--- config.mk ---
export PLATFORM = sky130hd
export DESIGN_NAME = receive_engine_flat
export DESIGN_NICKNAME = d
export VERILOG_FILES = /design/src/rtl/receive_engine_if.sv /design/src/rtl/receive_engine.sv /design/src/flat_wrapper.sv
export SDC_FILE = /design/constraint.sdc
export NUM_CORES = 1
export LEC_CHECK = 0
export ABC_AREA = 1
export CORE_MARGIN = 2
export CORE_UTILIZATION = 45
export CTS_BUF_LIST = sky130_fd_sc_hd__clkbuf_8
export CTS_CLUSTER_DIAMETER = 200
export DETAILED_ROUTE_END_ITERATION = 10
export SKIP_CTS_REPAIR_TIMING = 1
export SLEW_MARGIN = 20
export SYNTH_ARGS = -nofsm -noshare
export SYNTH_HDL_FRONTEND = slang
export SYNTH_SLANG_ARGS = --single-unit
--- constraint.sdc ---
create_clock -name clk -period 2.3 [get_ports clk]
set_input_delay 0.575 -clock clk [delete_from_list [all_inputs] [get_ports clk]]
set_output_delay 0.575 -clock clk [all_outputs]
set_load 0.01 [all_outputs]
--- src/rtl/receive_engine_if.sv ---
// Processor-side and line-side signal bundle of the UART receive engine.
// The master side configures the frame and drives Rx/clr; the slave side returns the held frame.
interface receive_engine_if #(
  parameter int KW = 19
);
  logic          eight;
  logic          pen;
  logic          ohel;
  logic [KW-1:0] k;
  logic          Rx;
  logic          clr;
  logic [7:0]    UART_DS;
  logic          RxRdy;
  logic          PERR;
  logic          FERR;
  logic          OVF;

  modport master (
    output eight, pen, ohel, k, Rx, clr,
    input  UART_DS, RxRdy, PERR, FERR, OVF
  );

  modport slave (
    input  eight, pen, ohel, k, Rx, clr,
    output UART_DS, RxRdy, PERR, FERR, OVF
  );
endinterface

--- src/rtl/receive_engine.sv ---
// UART receive engine: synchronises Rx, samples each bit at its midpoint using the bit time k,
// and holds the received byte plus RxRdy/PERR/FERR/OVF until the processor strobes clr.
module receive_engine #(
  parameter int KW = 19
) (
  input logic             clk,
  input logic             rst,
  receive_engine_if.slave bus
);

  typedef enum logic [1:0] {
    S_IDLE  = 2'd0,
    S_START = 2'd1,
    S_DATA  = 2'd2,
    S_DONE  = 2'd3
  } state_t;

  localparam logic [KW-1:0] CNT_ZERO = {KW{1'b0}};
  localparam logic [KW-1:0] CNT_ONE  = {{(KW-1){1'b0}}, 1'b1};

  // Odd parity select flips the expected XOR of data and parity bit from 0 to 1.
  function automatic logic parity_err(input logic [7:0] data, input logic pbit, input logic odd);
    return pbit != ((^data) ^ odd);
  endfunction

  state_t        state_q, state_d;
  logic [KW-1:0] cnt_q, cnt_d;
  logic [3:0]    bit_q, bit_d;
  logic [9:0]    sr_q, sr_d;
  logic          rx_meta_q, rxs_q;
  logic [7:0]    ds_q, ds_d;
  logic          rdy_q, rdy_d;
  logic          perr_q, perr_d;
  logic          ferr_q, ferr_d;
  logic          ovf_q, ovf_d;

  logic [3:0]    n_s;
  logic [KW-1:0] half_s;
  logic [KW-1:0] last_s;
  logic [9:0]    frame_s;
  logic [7:0]    data_s;
  logic [3:0]    pidx_s;
  logic          pbit_s;
  logic          stop_s;

  // Frame geometry and right-justified view of the shift register.
  always_comb begin
    n_s     = 4'd8 + {3'd0, bus.eight} + {3'd0, bus.pen};
    half_s  = (bus.k >> 1) - CNT_ONE;
    last_s  = bus.k - CNT_ONE;
    frame_s = sr_q >> (4'd10 - n_s);
    data_s  = bus.eight ? frame_s[7:0] : {1'b0, frame_s[6:0]};
    pidx_s  = 4'd7 + {3'd0, bus.eight};
    pbit_s  = frame_s[pidx_s];
    stop_s  = frame_s[n_s - 4'd1];
  end

  // Next-state, counter and held-result logic.
  always_comb begin
    state_d = state_q;
    cnt_d   = cnt_q;
    bit_d   = bit_q;
    sr_d    = sr_q;
    ds_d    = ds_q;
    rdy_d   = rdy_q;
    perr_d  = perr_q;
    ferr_d  = ferr_q;
    ovf_d   = ovf_q;

    case (state_q)
      S_IDLE: begin
        cnt_d = CNT_ZERO;
        bit_d = 4'd0;
        if (!rxs_q) begin
          state_d = S_START;
        end else begin
          state_d = S_IDLE;
        end
      end
      S_START: begin
        if (cnt_q == half_s) begin
          cnt_d = CNT_ZERO;
          bit_d = 4'd0;
          // A start bit that is high again at its midpoint is a glitch, not a frame.
          if (!rxs_q) begin
            state_d = S_DATA;
          end else begin
            state_d = S_IDLE;
          end
        end else begin
          cnt_d = cnt_q + CNT_ONE;
        end
      end
      S_DATA: begin
        if (cnt_q == last_s) begin
          cnt_d = CNT_ZERO;
          sr_d  = {rxs_q, sr_q[9:1]};
          bit_d = bit_q + 4'd1;
          if ((bit_q + 4'd1) == n_s) begin
            state_d = S_DONE;
          end else begin
            state_d = S_DATA;
          end
        end else begin
          cnt_d = cnt_q + CNT_ONE;
        end
      end
      S_DONE: begin
        state_d = S_IDLE;
      end
      default: begin
        state_d = S_IDLE;
      end
    endcase

    // Delivering a frame takes priority over a coincident clr.
    if (state_q == S_DONE) begin
      ds_d   = data_s;
      rdy_d  = 1'b1;
      perr_d = bus.pen & parity_err(data_s, pbit_s, bus.ohel);
      ferr_d = ~stop_s;
      ovf_d  = ovf_q | (rdy_q & ~bus.clr);
    end else if (bus.clr) begin
      rdy_d  = 1'b0;
      perr_d = 1'b0;
      ferr_d = 1'b0;
      ovf_d  = 1'b0;
    end else begin
      rdy_d  = rdy_q;
      ovf_d  = ovf_q;
    end
  end

  // State, counters, Rx synchroniser and held outputs.
  always_ff @(posedge clk or negedge rst) begin
    if (!rst) begin
      state_q   <= S_IDLE;
      cnt_q     <= CNT_ZERO;
      bit_q     <= 4'd0;
      sr_q      <= 10'h3FF;
      rx_meta_q <= 1'b1;
      rxs_q     <= 1'b1;
      ds_q      <= 8'h00;
      rdy_q     <= 1'b0;
      perr_q    <= 1'b0;
      ferr_q    <= 1'b0;
      ovf_q     <= 1'b0;
    end else begin
      state_q   <= state_d;
      cnt_q     <= cnt_d;
      bit_q     <= bit_d;
      sr_q      <= sr_d;
      rx_meta_q <= bus.Rx;
      rxs_q     <= rx_meta_q;
      ds_q      <= ds_d;
      rdy_q     <= rdy_d;
      perr_q    <= perr_d;
      ferr_q    <= ferr_d;
      ovf_q     <= ovf_d;
    end
  end

  assign bus.UART_DS = ds_q;
  assign bus.RxRdy   = rdy_q;
  assign bus.PERR    = perr_q;
  assign bus.FERR    = ferr_q;
  assign bus.OVF     = ovf_q;

endmodule

--- src/flat_wrapper.sv ---
// flat-port wrapper written by rule: the top's interface ports become plain ports
module receive_engine_flat 
#(
  parameter int KW = 19
)
  (clk, rst, bus_eight, bus_pen, bus_ohel, bus_k, bus_Rx, bus_clr, bus_UART_DS, bus_RxRdy, bus_PERR, bus_FERR, bus_OVF);
  receive_engine_if #(.KW(KW)) bus_i ();
  input logic clk;
  input logic rst;
  input wire logic [$bits(bus_i.eight)-1:0] bus_eight;
  input wire logic [$bits(bus_i.pen)-1:0] bus_pen;
  input wire logic [$bits(bus_i.ohel)-1:0] bus_ohel;
  input wire logic [$bits(bus_i.k)-1:0] bus_k;
  input wire logic [$bits(bus_i.Rx)-1:0] bus_Rx;
  input wire logic [$bits(bus_i.clr)-1:0] bus_clr;
  output wire logic [$bits(bus_i.UART_DS)-1:0] bus_UART_DS;
  output wire logic [$bits(bus_i.RxRdy)-1:0] bus_RxRdy;
  output wire logic [$bits(bus_i.PERR)-1:0] bus_PERR;
  output wire logic [$bits(bus_i.FERR)-1:0] bus_FERR;
  output wire logic [$bits(bus_i.OVF)-1:0] bus_OVF;
  assign bus_i.eight = bus_eight;
  assign bus_i.pen = bus_pen;
  assign bus_i.ohel = bus_ohel;
  assign bus_i.k = bus_k;
  assign bus_i.Rx = bus_Rx;
  assign bus_i.clr = bus_clr;
  assign bus_UART_DS = bus_i.UART_DS;
  assign bus_RxRdy = bus_i.RxRdy;
  assign bus_PERR = bus_i.PERR;
  assign bus_FERR = bus_i.FERR;
  assign bus_OVF = bus_i.OVF;
  receive_engine #(.KW(KW)) u_core (.clk(clk), .rst(rst), .bus(bus_i));
endmodule
======== Word level (Yosys, flattened, before mapping) ========
Cells that the tools add are included.
cells by class
  add/subtract/negate cells ............... 9
  multipliers ............................. 0
  divide/modulo/power cells ............... 0
  magnitude comparators ................... 2
  equal/unequal tests ..................... 9
  shift operators ......................... 1
  multiplexer cells ....................... 22
  bitwise gates (word level) .............. 6
  reductions and logical operators ........ 7
operator list
  cell                   count
  $pmux 19 s3            1
  $eq 19x19->1           2
  $mux 19                2
  $add 19x1->19 const B  1
  $sub 18x1->19 const B  1
  $sub 19x1->19 const B  1
  $pmux 4 s3             1
  $lt 4x5->1 const B     2
  $shr 10x4->10          1
  $mux 1                 9
  $bmux 1 s4             2
  $mux 4                 2
  $mux 8                 1
  $pmux 2 s4             1
  $reduce_xor 8->1       1
  $mux 2                 3
  $add 3x1->4 const A    1
  $add 4x1->4            1
  $add 4x1->4 const A    1
  $add 4x1->4 const B    1
  $eq 2x2->1 const B     2
  $eq 4x4->1             1
  $ne 2x1->1 const B     2
  $reduce_and 2->1       2
  12 further kinds       14
word-level totals
  register bits ........................... 49
  bits in latches ......................... 0
  memory bits (writable) .................. 0
  ROM bits ................................ 0
  input bits .............................. 26
  output and inout port bits .............. 12
  word-level logic and storage cells ...... 67
  memories kept ........................... 0

======== Logic depth before layout (Yosys ltp) ========
  depth after elaboration ................. 10
  gate-level depth with buffers ........... 18
  gate-level depth less buffers ........... 17

======== Least setup slack after synthesis ========
Ideal clock, no wire load.
  kind .................................... input to register
  start ................................... input bus_k[1]
  end ..................................... register u_core.cnt_q[0]
  setup time .............................. 0.118 ns
  arrival time ............................ 2.228 ns
  data required time ...................... 2.182 ns
  slack ................................... -0.046 ns
  cell stages on the path ................. 16
  buffers on the path ..................... 1
  cell sequence ........................... clkinv_1 > ha_1 > nand2_1 > nor2_2 > nand2_1 > o21ai_1 > nand2_1 > nand2_1 > nand2_1 > nor2_1 > nand4_1 > nand2_2 > nand2_2 > buf_6 > nand3_1 > nand2_1
between the ends
  longest elaborated chain between the ends .. 4
  elaborated cells on any way between the ends .. 7
  those cells by class .................... add/sub (2); eq/ne (2); mux (3)
ends and longest elaborated chain
  element                                         line                                        text
  start, declared                                 flat_wrapper.sv:13                          input wire logic [$bits(bus_i.k)-1:0] bus_k;
  $sub 19x1->19 or $sub 18x1->19 (tied branches)  receive_engine.sv:50, receive_engine.sv:49
  $eq 19x19->1 (on tied branches)                 receive_engine.sv:95, receive_engine.sv:81
  $mux 19 (on tied branches)                      receive_engine.sv:95, receive_engine.sv:81
  $pmux 19 s3 (*)                                 receive_engine.sv:70                        case (state_q)
  end signal, assigned                            receive_engine.sv:150                       cnt_q <= cnt_d;
  end, declared                                   receive_engine.sv:27                        logic [KW-1:0] cnt_q, cnt_d;
Mark *: on every way between the ends. The rest lies on a longest branch, timed or not.
A chain may end at the register's enable or synchronous reset.

======== Worst setup path in the final report ========
  start ................................... input bus_k[6]
  end ..................................... register u_core.bit_q[0]
between the ends
  longest elaborated chain between the ends .. 4
  elaborated cells on any way between the ends .. 7
  those cells by class .................... add/sub (2); eq/ne (4); reduce/logical (1)
ends and longest elaborated chain
  element                                         line                                        text
  $sub 19x1->19 or $sub 18x1->19 (tied branches)  receive_engine.sv:50, receive_engine.sv:49
  $eq 19x19->1 (on tied branches)                 receive_engine.sv:95, receive_engine.sv:81
  $ne 2x1->1 (no line)                            -
  $reduce_and 3->1 (no line) (*)                  -
  end signal, assigned                            receive_engine.sv:151                       bit_q <= bit_d;
  end, declared                                   receive_engine.sv:28                        logic [3:0] bit_q, bit_d;
Marked as above.

==> run summary <==
H-tree levels = 2
sequential fraction of the synthesis area = 27.8%
final setup fails = 3
share of the synthesized area in the top cell type = 22.2%
Int Power = 2.15 mW
Slew @ Worst Pin = 1.11 ns
Hold Path Class = input port to async pin
CTS Buffer Depth = 2
CP endpoint kind = flip-flop
Inserted Diodes = 0
post-route DRC violation count = 0
worst path bufs/invs = 2
vias per cell = 4.97
most common cell in the netlist = nand2_1
Die W = 104 microns
Initial DRT Pass Iterations = 4
Post-synth EDFFs = 0
failing checks = setup timing
Initial Utilization = 46.1%
CP max FO = 8
Sink Count = 49
Placed Cells incl. Taps = 964
Die ar. = 0.0107 sq mm
Mapped Cells = 728
largest area contributor in the netlist = nand2_1
port bufs = 37
YS warnings = 0
largest net degree at the start of global routing = 26
post-route setup slack = -0.0171 ns
CTS tree = yes
setup TNS = -0.0325 ns
most frequent CP cell = nand2_1
TritonCTS Buffers = 5
CTS root buf = clkbuf_8
top cells by area, synth = nand2_1 (22%), dfrtp_1 (21%), nand3_1 (9.3%)
WL/cell = 13.2 microns
Top Ports = 38
row cnt = 36
Max Clock Freq = 0.432 GHz
core footprint = 0.00968 sq mm
# fillers = 861
combinational power share = 50.3%
Synth Area per Inst = 6.13 sq um
layout cell share with drive strength beyond 1 = 29.5%
vias in the first global route = 4,351
first-pass GRT wire length = 20,300 microns
final hold violation count = 0
Switch Pwr = 1.43 mW
ys flop type = dfrtp_1
crit path DAT = 2.51 ns
Crit path max-delay family = simple AND/OR/NAND/NOR gates
CP startpoint kind = input port
RePlAce Congestion = 0.926
crit path cell chain = dlymetal6s2s_1 > nor2_4 > nand2_4 > nor2_4 > nand3_2 > nand3_1 > nand2_1 > nor2_2 > nand2_1 > nor2_1 > nand2_1 > nand2_4 > buf_12 > nand3_4 > nand2_2 > nand2_2
clock share of power = 20.1%
max-cap violation count = 0
Critical Path RT = 2.50 ns
sequential share of power = 29.5%
DR vias = 4,929
Synth-to-Final Area Change = 44.4%
initial antenna violation count = 0
Slew headroom = 25.8%
Reg clk slew, reported paths = 0.10 ns
switch share = 39.9%
fin crit share = 101%
HPWL Detailed = 9870 microns
Synth async-reset ratio = 100%
clock skew = 0.0129 ns
count of cell types in the netlist = 32
cell at the slowest stage of the critical path = nor2_4
result of the run = finished with violations
crit path time final = 2.32 ns
initial DRC count = 262
Skew-Pair Late Insertion Delay = 0.31 ns
top cells by count, synth = nand2_1 (264), inv_1 (96), nand3_1 (83)
Overflow after GRT = 0
maximum vdd ir drop = 597 uV
flop-to-flop setup slack = 0.19 ns
Post-Syn Nets = 765
post-synth design cell area = 0.00446 sq mm
Detailed Route WL = 13,100 microns
CP peak stage delay = 0.25 ns
DRT antenna net count = 0
CP Class = input port to flip-flop
GRT Total Usage = 22.6%
P_leak = 3.31 nW
Nets = 895
Power Density = 556 mW/mm^2
Non-Filler Instances = 992
#FFs+latches synth = 49
Slew Viols, Final = 0
die height = 104 microns
RSZ-0062 raised after global routing = true
## power groups by stage
stage          Sequential (mW)  Combinational [mW]  Clock [mW]
2_1_floorplan             1.09               0.716           0
3_3_place_gp              1.06                1.27           0
3_5_place_dp              1.07                1.29           0
4_1_cts                   1.06                1.30       0.737
5_1_grt                   1.07                1.96       0.768
6_report                  1.06                1.80       0.722
## layout make-up
type | instances | area [sq um] | share of cell area (%)
clock inverter | 3 | 65.1 | 1.01
sequential | 49 | 1240 | 19.3
clock buffer | 5 | 68.8 | 1.07
tap | 133 | 166 | 2.58
multi-input combinational | 560 | 3250 | 50.5
inverter | 99 | 374 | 5.80
timing repair buffer | 143 | 1280 | 19.8
## worst reg2reg max path: cells and delay by family (launching register included)
family | cells | cell delay (ns)
buf+inv | 3 | 0.35
simple gates | 14 | 1.25
flops | 1 | 0.38
## cells by family after synthesis
family	after synthesis	share of synthesized area, %
fa+ha+maj	11	3.08
xor+xnor	35	6.87
buf+inv	122	10.7
simple gates	451	44.2
flops	49	27.8
compound gates	60	7.34
## metrics by stage
| step | worst slack [ns] | total power [mW] | hold WS [ns] | util (%) | cell area (sq um) |
|---|---|---|---|---|---|
| floorplan | 0.0000508 | 1.81 | 0.279 | - | 4480 |
| global placement | -0.734 | 2.33 | 0.346 | 57.7 | 5580 |
| detailed placement | -0.786 | 2.37 | 0.347 | 57.7 | 5590 |
| CTS | -0.454 | 3.09 | 0.264 | 59.1 | 5720 |
| global route | -0.131 | 3.80 | 0.293 | 66.6 | 6450 |
| finish | -0.0171 | 3.58 | 0.253 | 66.6 | 6450 |
## per-layer routing
metal / GRT usage, % / wire length (microns)
met5: 0 / 0
met4: 3.38 / 111
met3: 2.64 / 511
met2: 35.7 / 5940
met1: 33.9 / 6500
## cells in the final DEF, fill, tap and decap left out, types with 3 or more instances in the layout
cell / synthesis / routed
a21oi_1: 9 / 6
a21oi_2: 0 / 3
buf_4: 0 / 94
buf_6: 2 / 9
clkbuf_8: 0 / 5
clkdlybuf4s50_1: 0 / 16
dfrtp_1: 37 / 36
dfstp_2: 12 / 12
dlymetal6s2s_1: 0 / 16
ha_1: 11 / 8
ha_4: 0 / 3
inv_1: 96 / 89
inv_2: 2 / 9
nand2_1: 264 / 247
nand2_2: 6 / 15
nand2_4: 2 / 9
nand2_8: 0 / 4
nand3_1: 83 / 59
nand3_2: 0 / 23
nand3b_1: 4 / 4
nand4_1: 17 / 17
nor2_1: 52 / 28
nor2_2: 11 / 21
nor2_4: 7 / 21
o21ai_0: 25 / 17
o21ai_1: 12 / 16
o21ai_2: 0 / 4
o22ai_1: 7 / 4
o22ai_2: 0 / 3
xnor2_1: 9 / 9
xor2_1: 26 / 25
## registers in the layout, summed over array words and instances, names as in the netlist, named ones only
| name | count |
|---|---|
| u_core.cnt_q | 19 |
| u_core.sr_q | 10 |
| u_core.bus.UART_DS | 8 |
| u_core.bit_q | 4 |
| u_core.bus.FERR | 1 |
| u_core.bus.OVF | 1 |
| u_core.bus.PERR | 1 |
| u_core.bus.RxRdy | 1 |
| u_core.rx_meta_q | 1 |
| u_core.rxs_q | 1 |
| u_core.state_q | 1 |
## final timing paths
path,start,end,cells past startpoint
min in group clk,u_core.rx_meta_q,u_core.rxs_q,0
max in group asynchronous,rst,u_core.sr_q[6],2
setup / recovery,bus_k[6],u_core.bit_q[0],16
hold reg to reg,u_core.rx_meta_q,u_core.rxs_q,0
setup reg to reg,u_core.cnt_q[0],u_core.bit_q[0],17
hold / removal,rst,u_core.cnt_q[9],1
(Power assumes the default switching activity.)
